**config.mk**
```make
export PLATFORM = sky130hd
export DESIGN_NAME = pixel_stream_gen
export DESIGN_NICKNAME = d
export VERILOG_FILES = /design/src/rtl/pixel_stream_pkg.sv /design/src/rtl/pixel_stream_gen_blank_timer.sv /design/src/rtl/pixel_stream_gen.sv
export SDC_FILE = /design/constraint.sdc
export NUM_CORES = 1
export LEC_CHECK = 0
export BUFFER_PORTS_ARGS = -buffer_cell sky130_fd_sc_hd__buf_2
export CAP_MARGIN = 15
export CORE_AREA = 2 2 94 96
export CTS_CLUSTER_SIZE = 16
export DETAILED_ROUTE_END_ITERATION = 10
export DIE_AREA = 0 0 96 98
export SYNTH_ARGS = -nofsm -noshare
export SYNTH_HDL_FRONTEND = slang
export SYNTH_SLANG_ARGS = --single-unit
```
**constraint.sdc**
```tcl
create_clock -name clk -period 1.85 [get_ports clk]
set_input_delay 0.2775 -clock clk [delete_from_list [all_inputs] [get_ports clk]]
set_output_delay 0.2775 -clock clk [all_outputs]
set_load 0.005 [all_outputs]
```
**src/rtl/pixel_stream_pkg.sv**
```systemverilog
// Shared types and widths for the raster pixel stream transmitter.
package pixel_stream_pkg;

    localparam int unsigned COL_W   = 12;
    localparam int unsigned ROW_W   = 12;
    localparam int unsigned BLANK_W = 16;
    localparam int unsigned PIX_W   = 8;

    typedef enum logic [1:0] {
        S_IDLE   = 2'd0,
        S_ACTIVE = 2'd1,
        S_HBLANK = 2'd2,
        S_VBLANK = 2'd3
    } stream_state_t;

endpackage

```
**src/rtl/pixel_stream_gen_blank_timer.sv**
```systemverilog
// Loadable down-counter timing a blanking interval; done pulses in the last blank cycle.
module blank_timer
    import pixel_stream_pkg::*;
(
    input  logic               clk,
    input  logic               rst_n,
    input  logic               load,
    input  logic [BLANK_W-1:0] len,
    output logic               done
);

    logic [BLANK_W-1:0] blank_cnt;

    // Load len-1 on the cycle entering blanking so done lands on the len-th blank cycle.
    always_ff @(posedge clk or negedge rst_n) begin
        if (!rst_n) begin
            blank_cnt <= '0;
            done      <= 1'b0;
        end else if (load) begin
            blank_cnt <= (len == '0) ? '0 : len - BLANK_W'(1);
            done      <= (len == BLANK_W'(1));
        end else begin
            if (blank_cnt != '0) begin
                blank_cnt <= blank_cnt - BLANK_W'(1);
            end
            done <= (blank_cnt == BLANK_W'(1));
        end
    end

endmodule

```
**src/rtl/pixel_stream_gen.sv**
```systemverilog
// Raster-order pixel stream transmitter with programmable H/V blanking and frame flags.
module pixel_stream_gen
    import pixel_stream_pkg::*;
#(
    parameter logic [COL_W-1:0]   H_DISP  = 12'd640,
    parameter logic [ROW_W-1:0]   V_DISP  = 12'd480,
    parameter logic [COL_W-1:0]   H_BLANK = 12'd16,
    parameter logic [BLANK_W-1:0] V_BLANK = 16'd800
) (
    input  logic             clk,
    input  logic             rst_n,
    input  logic             en,
    input  logic             s_vld,
    input  logic [PIX_W-1:0] s_data,
    output logic             s_rdy,
    output logic             out_vld,
    output logic [PIX_W-1:0] out_data,
    output logic             out_sof,
    output logic             out_eol,
    output logic             out_eof,
    output logic             busy
);

    localparam logic [COL_W-1:0] COL_LAST = H_DISP - COL_W'(1);
    localparam logic [ROW_W-1:0] ROW_LAST = V_DISP - ROW_W'(1);

    stream_state_t      state;
    stream_state_t      state_nxt;
    logic [COL_W-1:0]   cnt_col;
    logic [ROW_W-1:0]   cnt_row;
    logic               accept;
    logic               last_col;
    logic               last_row;
    logic               timer_load;
    logic [BLANK_W-1:0] timer_len;
    logic               blank_done;

    // State register.
    always_ff @(posedge clk or negedge rst_n) begin
        if (!rst_n) begin
            state <= S_IDLE;
        end else begin
            state <= state_nxt;
        end
    end

    // Next-state logic; a started frame always runs to completion regardless of en.
    always_comb begin
        state_nxt = state;
        case (state)
            S_IDLE: begin
                if (en) begin
                    state_nxt = S_ACTIVE;
                end
            end
            S_ACTIVE: begin
                if (accept && last_col) begin
                    if (last_row) begin
                        state_nxt = (V_BLANK == '0) ? S_IDLE : S_VBLANK;
                    end else begin
                        state_nxt = (H_BLANK == '0) ? S_ACTIVE : S_HBLANK;
                    end
                end
            end
            S_HBLANK: begin
                if (blank_done) begin
                    state_nxt = S_ACTIVE;
                end
            end
            S_VBLANK: begin
                if (blank_done) begin
                    state_nxt = S_IDLE;
                end
            end
            default: state_nxt = S_IDLE;
        endcase
    end

    // Handshake, position decode and blank timer control derived from the current state.
    always_comb begin
        s_rdy      = (state == S_ACTIVE);
        accept     = s_rdy && s_vld;
        last_col   = (cnt_col == COL_LAST);
        last_row   = (cnt_row == ROW_LAST);
        timer_load = accept && last_col;
        timer_len  = last_row ? V_BLANK : BLANK_W'(H_BLANK);
    end

    blank_timer u_blank_timer (
        .clk   (clk),
        .rst_n (rst_n),
        .load  (timer_load),
        .len   (timer_len),
        .done  (blank_done)
    );

    // Column/row position of the next pixel to be accepted.
    always_ff @(posedge clk or negedge rst_n) begin
        if (!rst_n) begin
            cnt_col <= '0;
            cnt_row <= '0;
        end else if (accept) begin
            if (last_col) begin
                cnt_col <= '0;
                cnt_row <= last_row ? '0 : cnt_row + ROW_W'(1);
            end else begin
                cnt_col <= cnt_col + COL_W'(1);
            end
        end
    end

    // Output pixel and flags, registered one cycle after the accept.
    always_ff @(posedge clk or negedge rst_n) begin
        if (!rst_n) begin
            out_vld  <= 1'b0;
            out_data <= '0;
            out_sof  <= 1'b0;
            out_eol  <= 1'b0;
            out_eof  <= 1'b0;
            busy     <= 1'b0;
        end else begin
            out_vld  <= accept;
            if (accept) begin
                out_data <= s_data;
            end
            out_sof  <= accept && (cnt_col == '0) && (cnt_row == '0);
            out_eol  <= accept && last_col;
            out_eof  <= accept && last_col && last_row;
            busy     <= (state_nxt != S_IDLE);
        end
    end

endmodule
```
==> results.env, run 1 <==
SYNTH_ENABLE_FLOP_CELLS=0
CORE-AREA_UM2=8470
YOSYS.AREA.TOP_TYPE_SHARE_PCT=49.1
P_INT_uW=1720
FINALCLOCKSKEW_NS=0.0109
GR-USAGE-ALL-LAYERS_PCT=13.6
DRC_ERRORS=0
CORE.ROWCOUNT=34
HOLD_WS_NS=0.151
POWER.DENSITY_CELL_AREA_nW_PER_UM2=677
SYNTH.LIB_CELLS_USED.DISTINCT=50
DETAILEDROUTE.FIRSTPASSITERATIONCOUNT=4
AREA_OF_ALL_PLACED_CELLS_WITHOUT_FILLERS_UM2=3430
CRITICAL_PATH.N_BUFFERS_INVERTERS=1
WORST_SETUP_PATH_STARTPOINT='cnt_col[10]'
NETLIST_INSTANCES=295
WORSTSETUPPATHTYPE='reg2reg'
IO_PINS=26
CTS.SINK_COUNT=56
SYNTH_TOP_CELLS_BY_AREA='sky130_fd_sc_hd__dfrtp_1 49%, sky130_fd_sc_hd__nand2_1 6.0%, sky130_fd_sc_hd__ha_1 3.1%, sky130_fd_sc_hd__nand4_1 2.8%, sky130_fd_sc_hd__mux2i_1 2.5%'
RUN_STATUS='complete, no violations'
CRITICAL_PATH.TOP_DELAY_FAMILY='simple AND/OR/NAND/NOR gates'
TIMING_WORST_SLEW_PIN_VALUE_NS=0.376
FMAX_MHz=564
SYN_NETS=314
DRIVE_ABOVE_1_SHARE_PCT=21.3
CRIT_SHARE_POST_ROUTE_PCT=95.8
CLOCK_LATENCY_NS=0.31
WORSTSETUPSTARTPOINTTYPE='flop'
SEQPWRFRAC_PCT=58.4
TIMING.CRITICAL_PATH.SLOWEST_STAGE_CELL='sky130_fd_sc_hd__dfrtp_1'
NUMBER_OF_ANTENNA_VIOLATIONS_AT_THE_FIRST_CHECK_IN_GLOBAL_ROUTING=0
P_LEAK_uW=0.00161
TIMING.CRITICAL_PATH.TO_TYPE='flop'
CRITICAL_PATH.MAX_STAGE_DELAY_NS=0.42
MOSTFREQUENTLAYOUTCELLS='54 x sky130_fd_sc_hd__dfrtp_1, 46 x sky130_fd_sc_hd__nand2_1, 26 x sky130_fd_sc_hd__buf_4'
YS_DOMINANT_REG_CELL='sky130_fd_sc_hd__dfrtp_1'
SEQ_AREA_FRAC_SYNTH_PCT=49.1
DESIGN.DIE.AREA_UM2=9410
P_COMB_SHARE_PCT=11.8
CTS_BUFFER_DEPTH=2
DIEWIDTH_UM=96
SYNTH.FF_LATCH_COUNT=56
DPL_WIRE_LENGTH_UM=4270
GRT_PASS1_VIAS=2205
TOP_CELL_TYPE_BY_TOTAL_AREA_AFTER_SYNTHESIS='sky130_fd_sc_hd__dfrtp_1'
DRT_FIRST_ITER_VIOLATIONS=75
FINALWORSTSETUPSLACK_NS=0.0776
CLKTRANSATPATHREGS_NS=0.10
DIE_HEIGHT_UM=98
ROUTABILITYCONGESTION=0.772
TIMING.CRITICAL_PATH.REQUIRED_NS=2.09
CTS_TREE='built'
ROUTED_WIRE_LENGTH_PER_INSTANCE_UM=13.6
MIN-DELAY-START='s_data[7]'
MIN-DELAY-PATH-CLASS='in2reg'
FINALCRITICALPERIOD_NS=1.77
VDD.IR_DROP.WORST_mV=0.243
SYNTHARSTFLOPSHARE_PCT=100
FINAL_MAX_SLEW_VIOL_COUNT=0
CP_MAX_FO=6
NETSWITCHINGPOWER_uW=602
HOLD_VIOL_FINAL=0
LAYOUT.NETS=366
CRITPATHARRIVALTIME_NS=2.02
GRT.OVERFLOW.TOTAL=0
REG2REG_FROM='cnt_col[10]'
NUMCTSBUFFERS=5
H-TREE-DEPTH=2
SYN2LAYOUT_AREA_GROWTH_PCT=20.1
MAX_CAP_VIOL_COUNT=0
NUM_ANTENNA_CELLS=0
ROUTE.DETAILED.VIAS_PER_INST=5.07
SW_FRAC_OF_TOTAL_PCT=25.9
LAYOUT_COMMONEST_CELL='sky130_fd_sc_hd__dfrtp_1'
POSTLAYOUTCOREUTIL_PCT=40.5
TIMING.CRITICAL_PATH.CELLS='nor4_4 > buf_4 > nand4_2 > or3b_1 > mux2i_1'
P_CLK_SHARE_PCT=29.8
SETUP_VIOL_COUNT_FINAL=0
VIAS=2308
ROOT_BUFFER='sky130_fd_sc_hd__clkbuf_8'
GRT_START_MAX_NET_PINS=57
DRT_WL_TOTAL_UM=6180
DPL_WORST_SLACK_NS=0.0625
SYN_AREA_PER_CELL_UM2=9.68
IO_PORT_BUFS=25
WORST_SLEW_MARGIN_REL_PCT=74.7
INITIAL_UTILIZATION_PCT=33.7
SYNTH.CELL_AREA_UM2=2860
PLACEMENT.CELL_AREA_UM2=3260
DETAIL-ROUTE-ANTENNA-NETS=0
WIRE_LENGTH_OF_THE_FIRST_GLOBAL_ROUTING_PASS_UM=10200
SYNTH.YOSYS.WARNINGS=0
## power by group through the flow
stage,Combinational (uW),Sequential (uW),Clock [uW]
final,275,1360,691
after global routing,307,1370,770
after CTS,271,1360,722
after detailed placement,269,1380,0
after global placement,260,1380,0
after floorplan,129,1380,0
## area by class of cell
class	count	area (um^2)
multi-input cells	214	1380
well taps	108	135
clock buffers	6	82.6
inverters	16	62.6
flip-flops and latches	56	1400
clock inverters	1	8.76
repair buffers	54	362
fillers	857	5040
## per-layer routing
metal / track usage [%] / wire length [um] / vias up
li1: - / - / 1143
met1: 19.2 / 2880 / 1106
met2: 21.1 / 2960 / 52
met3: 2.39 / 277 / 7
met4: 3.96 / 68 / 0
met5: 0 / 0 / -
## cell usage after synthesis (2+ instances only)
cell type                   n
sky130_fd_sc_hd__and2_1     4
sky130_fd_sc_hd__nand2b_1   4
sky130_fd_sc_hd__nand3_1   13
sky130_fd_sc_hd__a22o_1     4
sky130_fd_sc_hd__nor4b_1    2
sky130_fd_sc_hd__nand4_1   13
sky130_fd_sc_hd__and3_1     8
sky130_fd_sc_hd__o21ai_0   14
sky130_fd_sc_hd__xor2_1     8
sky130_fd_sc_hd__ha_1       7
sky130_fd_sc_hd__buf_2      6
sky130_fd_sc_hd__and2_0     2
sky130_fd_sc_hd__a21oi_1   10
sky130_fd_sc_hd__mux2i_1    7
sky130_fd_sc_hd__o211ai_1   2
sky130_fd_sc_hd__clkbuf_1   2
sky130_fd_sc_hd__a21boi_0   2
sky130_fd_sc_hd__xnor2_1    6
sky130_fd_sc_hd__nor3_1    10
sky130_fd_sc_hd__nand2_1   46
sky130_fd_sc_hd__a311o_1    2
sky130_fd_sc_hd__dfrtp_1   56
sky130_fd_sc_hd__inv_1     15
sky130_fd_sc_hd__and4_1     2
sky130_fd_sc_hd__a21o_1     4
sky130_fd_sc_hd__nor4_1     2
sky130_fd_sc_hd__o31ai_1    6
sky130_fd_sc_hd__nor2_1    16
## worst reg2reg max path, stage by stage (launching register included)
cell	delay [ns]
sky130_fd_sc_hd__dfrtp_1	0.42
sky130_fd_sc_hd__nor4_4	0.39
sky130_fd_sc_hd__buf_4	0.18
sky130_fd_sc_hd__nand4_2	0.18
sky130_fd_sc_hd__or3b_1	0.41
sky130_fd_sc_hd__mux2i_1	0.13
## flip-flops by register name, summed over array words and instances (netlist names)
name	count
busy	1
cnt_col	12
cnt_row	12
out_data	8
out_eof	1
out_eol	1
out_sof	1
out_vld	1
state	2
u_blank_timer.blank_cnt	16
u_blank_timer.done	1
## cells by family (layout without fill, tap and decap cells)
kind of cell | count (synthesis) | after routing | share of synthesized area, %
mux | 8 | 8 | 2.85
fa+ha+maj | 7 | 7 | 3.07
buf+inv | 26 | 77 | 3.94
xor+xnor | 14 | 14 | 4.29
compound gates | 49 | 49 | 11.2
flops | 56 | 56 | 49.1
simple gates | 135 | 136 | 25.6
## repair_timing
action                     CTS  global route
hold endpoints to repair    56             0
resized for setup            0             9
hold buffers                 1             0
setup buffers                0             3
setup endpoints to repair    0            16
## worst paths after layout
kind | slack (ns) | depth (start not counted) | endpoint
worst max-delay path | 0.08 | 5 | cnt_row[11]
worst min-delay path | 0.15 | 3 | out_data[7]
worst max register to register | 0.08 | 5 | cnt_row[11]
worst min register to register | 0.48 | 2 | out_data[0]
max in group asynchronous | 1.10 | 3 | u_blank_timer.blank_cnt[0]
min in group asynchronous | 0.50 | 3 | out_data[1]
## per-stage QoR
stage / instances / setup TNS [ns] / total power (uW)
after global placement: 443 / 0 / 1640
after CTS: 451 / 0 / 2350
after detailed placement: 443 / 0 / 1650
after global routing: 455 / -0.00141 / 2440
final: 455 / 0 / 2320
after floorplan: 295 / 0 / 1510
No activity file was read; power rests on OpenSTA's default activity.
==> run 2, diff against run 1 <==
--- a/config.mk
+++ b/config.mk
@@ -6,11 +6,11 @@
 export NUM_CORES = 1
 export LEC_CHECK = 0
 export BUFFER_PORTS_ARGS = -buffer_cell sky130_fd_sc_hd__buf_2
-export CAP_MARGIN = 15
+export CAP_MARGIN = 20
 export CORE_AREA = 2 2 94 96
-export CTS_CLUSTER_SIZE = 16
 export DETAILED_ROUTE_END_ITERATION = 10
 export DIE_AREA = 0 0 96 98
+export PLACE_DENSITY_LB_ADDON = 0.1
 export SYNTH_ARGS = -nofsm -noshare
 export SYNTH_HDL_FRONTEND = slang
 export SYNTH_SLANG_ARGS = --single-unit
==> run 2 against run 1 <==
Compared with the run above: non-clock buffer count grew 3; utilization grew 0.13 points; flip-flop and latch count is the same; sequential power is essentially flat; final area grew 0.33%.
==> results.env, run 2 (same netlist as run 1, synthesis figures left out) <==
RUN_STATUS='complete, no violations'  # unchanged
CTS_BUFFER_DEPTH=2  # unchanged
FINALCLOCKSKEW_NS=0.0155  # was 0.0109 ns
AREA_OF_ALL_PLACED_CELLS_WITHOUT_FILLERS_UM2=3440  # was 3430 um^2
MOSTFREQUENTLAYOUTCELLS='56 x sky130_fd_sc_hd__dfrtp_1, 46 x sky130_fd_sc_hd__nand2_1, 30 x sky130_fd_sc_hd__buf_4'  # was 54 x sky130_fd_sc_hd__dfrtp_1, 46 x sky130_fd_sc_hd__nand2_1, 26 x sky130_fd_sc_hd__buf_4
CTS.SINK_COUNT=56  # unchanged
GR-USAGE-ALL-LAYERS_PCT=14.6  # was 13.6%
IO_PINS=26  # unchanged
NETSWITCHINGPOWER_uW=604  # was 602 uW
P_LEAK_uW=0.00162  # was 0.00161 uW
DRT_FIRST_ITER_VIOLATIONS=83  # was 75
GR-USAGE-MET2_PCT=22.2  # was 21.1%
H-TREE-DEPTH=2  # unchanged
CORE-AREA_UM2=8470  # unchanged
DPL_WIRE_LENGTH_UM=4570  # was 4270 um
P_COMB_SHARE_PCT=12.1  # was 11.8%
CRITPATHARRIVALTIME_NS=1.94  # was 2.02 ns
GRT_START_MAX_NET_PINS=57  # unchanged
GRT.OVERFLOW.TOTAL=0  # unchanged
DETAIL-ROUTE-ANTENNA-NETS=0  # unchanged
FINAL_MAX_SLEW_VIOL_COUNT=0  # unchanged
DRIVE_ABOVE_1_SHARE_PCT=21.7  # was 21.3%
RSZ0062_AT_GRT='no'
INITIAL_UTILIZATION_PCT=33.7  # unchanged
VIAS=2272  # was 2308
CP_MAX_FO=5  # was 6
WORSTSETUPPATHTYPE='reg2reg'  # unchanged
FMAX_MHz=577  # was 564 MHz
HOLD_VIOL_FINAL=0  # unchanged
TIMING.CRITICAL_PATH.TO_TYPE='flop'  # unchanged
CRIT_SHARE_POST_ROUTE_PCT=93.6  # was 95.8%
P_CLK_SHARE_PCT=30.2  # was 29.8%
GRT_PASS1_VIAS=2224  # was 2205
NUMCTSBUFFERS=5  # unchanged
NUMBER_OF_ANTENNA_VIOLATIONS_AT_THE_FIRST_CHECK_IN_GLOBAL_ROUTING=0  # unchanged
NUM_ANTENNA_CELLS=0  # unchanged
DRC_ERRORS=0  # unchanged
DPL_WORST_SLACK_NS=0.0533  # was 0.0625 ns
LARGEST_REGISTERS='u_blank_timer.blank_cnt x16, cnt_col x12, cnt_row x12'  # unchanged
AREA.SEQUENTIAL_UM2=1400  # about the same
LAYOUT_COMMONEST_CELL='sky130_fd_sc_hd__dfrtp_1'  # unchanged
DESIGN.DIE.AREA_UM2=9410  # unchanged
FINALWORSTSETUPSLACK_NS=0.118  # was 0.0776 ns
CTS_TREE='built'  # unchanged
DIEWIDTH_UM=96  # unchanged
TIMING.CRITICAL_PATH.REQUIRED_NS=2.06  # was 2.09 ns
MULTI_INPUT_AREA_UM2=1360  # was 1380 um^2
HOLD_WS_NS=0.151  # about the same
LARGEST_REGISTER_FF_COUNT=16  # unchanged
P_INT_uW=1730  # was 1720 uW
ROOT_BUFFER='sky130_fd_sc_hd__clkbuf_8'  # unchanged
CLOCK_LATENCY_NS=0.31  # about the same
MIN-DELAY-PATH-CLASS='in2reg'  # unchanged
CLKTRANSATPATHREGS_NS=0.11  # was 0.10 ns
WORSTSETUPSTARTPOINTTYPE='flop'  # unchanged
MAX_CAP_VIOL_COUNT=0  # unchanged
POWER.DENSITY_CELL_AREA_nW_PER_UM2=679  # was 677 nW/um^2
CORE.ROWCOUNT=34  # unchanged
DIE_HEIGHT_UM=98  # unchanged
SYN2LAYOUT_AREA_GROWTH_PCT=20.5  # was 20.1%
TIMING_WORST_SLEW_PIN_VALUE_NS=0.451  # was 0.376 ns
LARGEST_REGISTER_BY_FLOP_COUNT='u_blank_timer.blank_cnt'  # unchanged
GRTUSAGEMET1_PCT=21.3  # was 19.2%
WORST_SLEW_MARGIN_REL_PCT=69.9  # was 74.7%
ROUTE.DETAILED.VIAS_PER_INST=4.95  # was 5.07
ROUTABILITYCONGESTION=0.767  # was 0.772
FINALCRITICALPERIOD_NS=1.73  # was 1.77 ns
DETAILEDROUTE.FIRSTPASSITERATIONCOUNT=4  # unchanged
BUSIEST_LAYER='met2'  # unchanged
PLACEMENT.CELL_AREA_UM2=3300  # was 3260 um^2
SW_FRAC_OF_TOTAL_PCT=25.9  # about the same
ROUTED_WIRE_LENGTH_PER_INSTANCE_UM=13.9  # was 13.6 um
IO_PORT_BUFS=25  # unchanged
VDD.IR_DROP.WORST_mV=0.298  # was 0.243 mV
FINALSETUPTNS_NS=0  # unchanged
LAYOUT.NETS=369  # was 366
WIRE_LENGTH_OF_THE_FIRST_GLOBAL_ROUTING_PASS_UM=10800  # was 10200 um
SETUP_VIOL_COUNT_FINAL=0  # unchanged
DRT_WL_TOTAL_UM=6390  # was 6180 um
NUMBER_OF_FILLERS_IN_THE_FINAL_LAYOUT=842  # was 857
GROUTE.LAYER.MET3.USAGE_PCT=2.93  # was 2.39%
SEQPWRFRAC_PCT=57.6  # was 58.4%
[run 2: what timing repair did]
| action | CTS | global route |
|---|---|---|
| setup endpoints to repair | 0 | 13 |
| hold buffers | 1 | 0 |
| setup buffers | 0 | 1 |
| endpoints found under the hold margin | 56 | 0 |
| resized for setup | 0 | 5 |
[run 2: routing by layer]
| layer | wire (um) | up-vias |
|---|---|---|
| li1 | - | 1150 |
| met1 | 3100 | 1084 |
| met2 | 3030 | 33 |
| met3 | 199 | 5 |
| met4 | 62 | 0 |
| met5 | 0 | - |
[run 2: through the flow]
step	cells	power (uW)	utilization, %
CTS	457	2380	40.3
global placement	448	1650	39.0
detailed placement	448	1650	39.0
global route	459	2490	40.6
floorplan	295	1510	-
finish	459	2330	40.6
[run 2: power groups by stage]
stage                     registers, uW  logic, uW  clock network, uW
after floorplan                    1380        129                  0
after global placement             1370        281                  0
after detailed placement           1370        282                  0
after CTS                          1350        284                750
after global routing               1360        332                802
final                              1350        283                706
[run 2: final cells by class]
type	instances	share of cell area, %
Sequential cell	56	40.7
Clock inverter	2	0.436
Tap cell	108	3.93
Inverter	16	1.82
Timing Repair Buffer	57	11.1
Multi-Input combinational cell	214	39.6
Clock buffer	6	2.40
[run 2: worst paths after layout]
check	startpoint	end	slack, ns	cells past startpoint
worst min-delay path	s_data[7]	out_data[7]	0.15	3
worst max register to register	cnt_col[1]	cnt_row[7]	0.12	6
worst max-delay path	cnt_col[1]	cnt_row[7]	0.12	6
max in group asynchronous	rst_n	u_blank_timer.blank_cnt[13]	1.10	3
min in group asynchronous	rst_n	out_data[2]	0.48	3
worst min register to register	out_data[6]	out_data[6]	0.48	2
[run 2: critical path: stages (launching register included)]
cell and delay, ns:
sky130_fd_sc_hd__dfrtp_1 0.36, sky130_fd_sc_hd__ha_1 0.20, sky130_fd_sc_hd__and4_2 0.30, sky130_fd_sc_hd__nand4_2 0.20, sky130_fd_sc_hd__buf_4 0.21, sky130_fd_sc_hd__a21o_1 0.15
sky130_fd_sc_hd__a22o_1 0.22
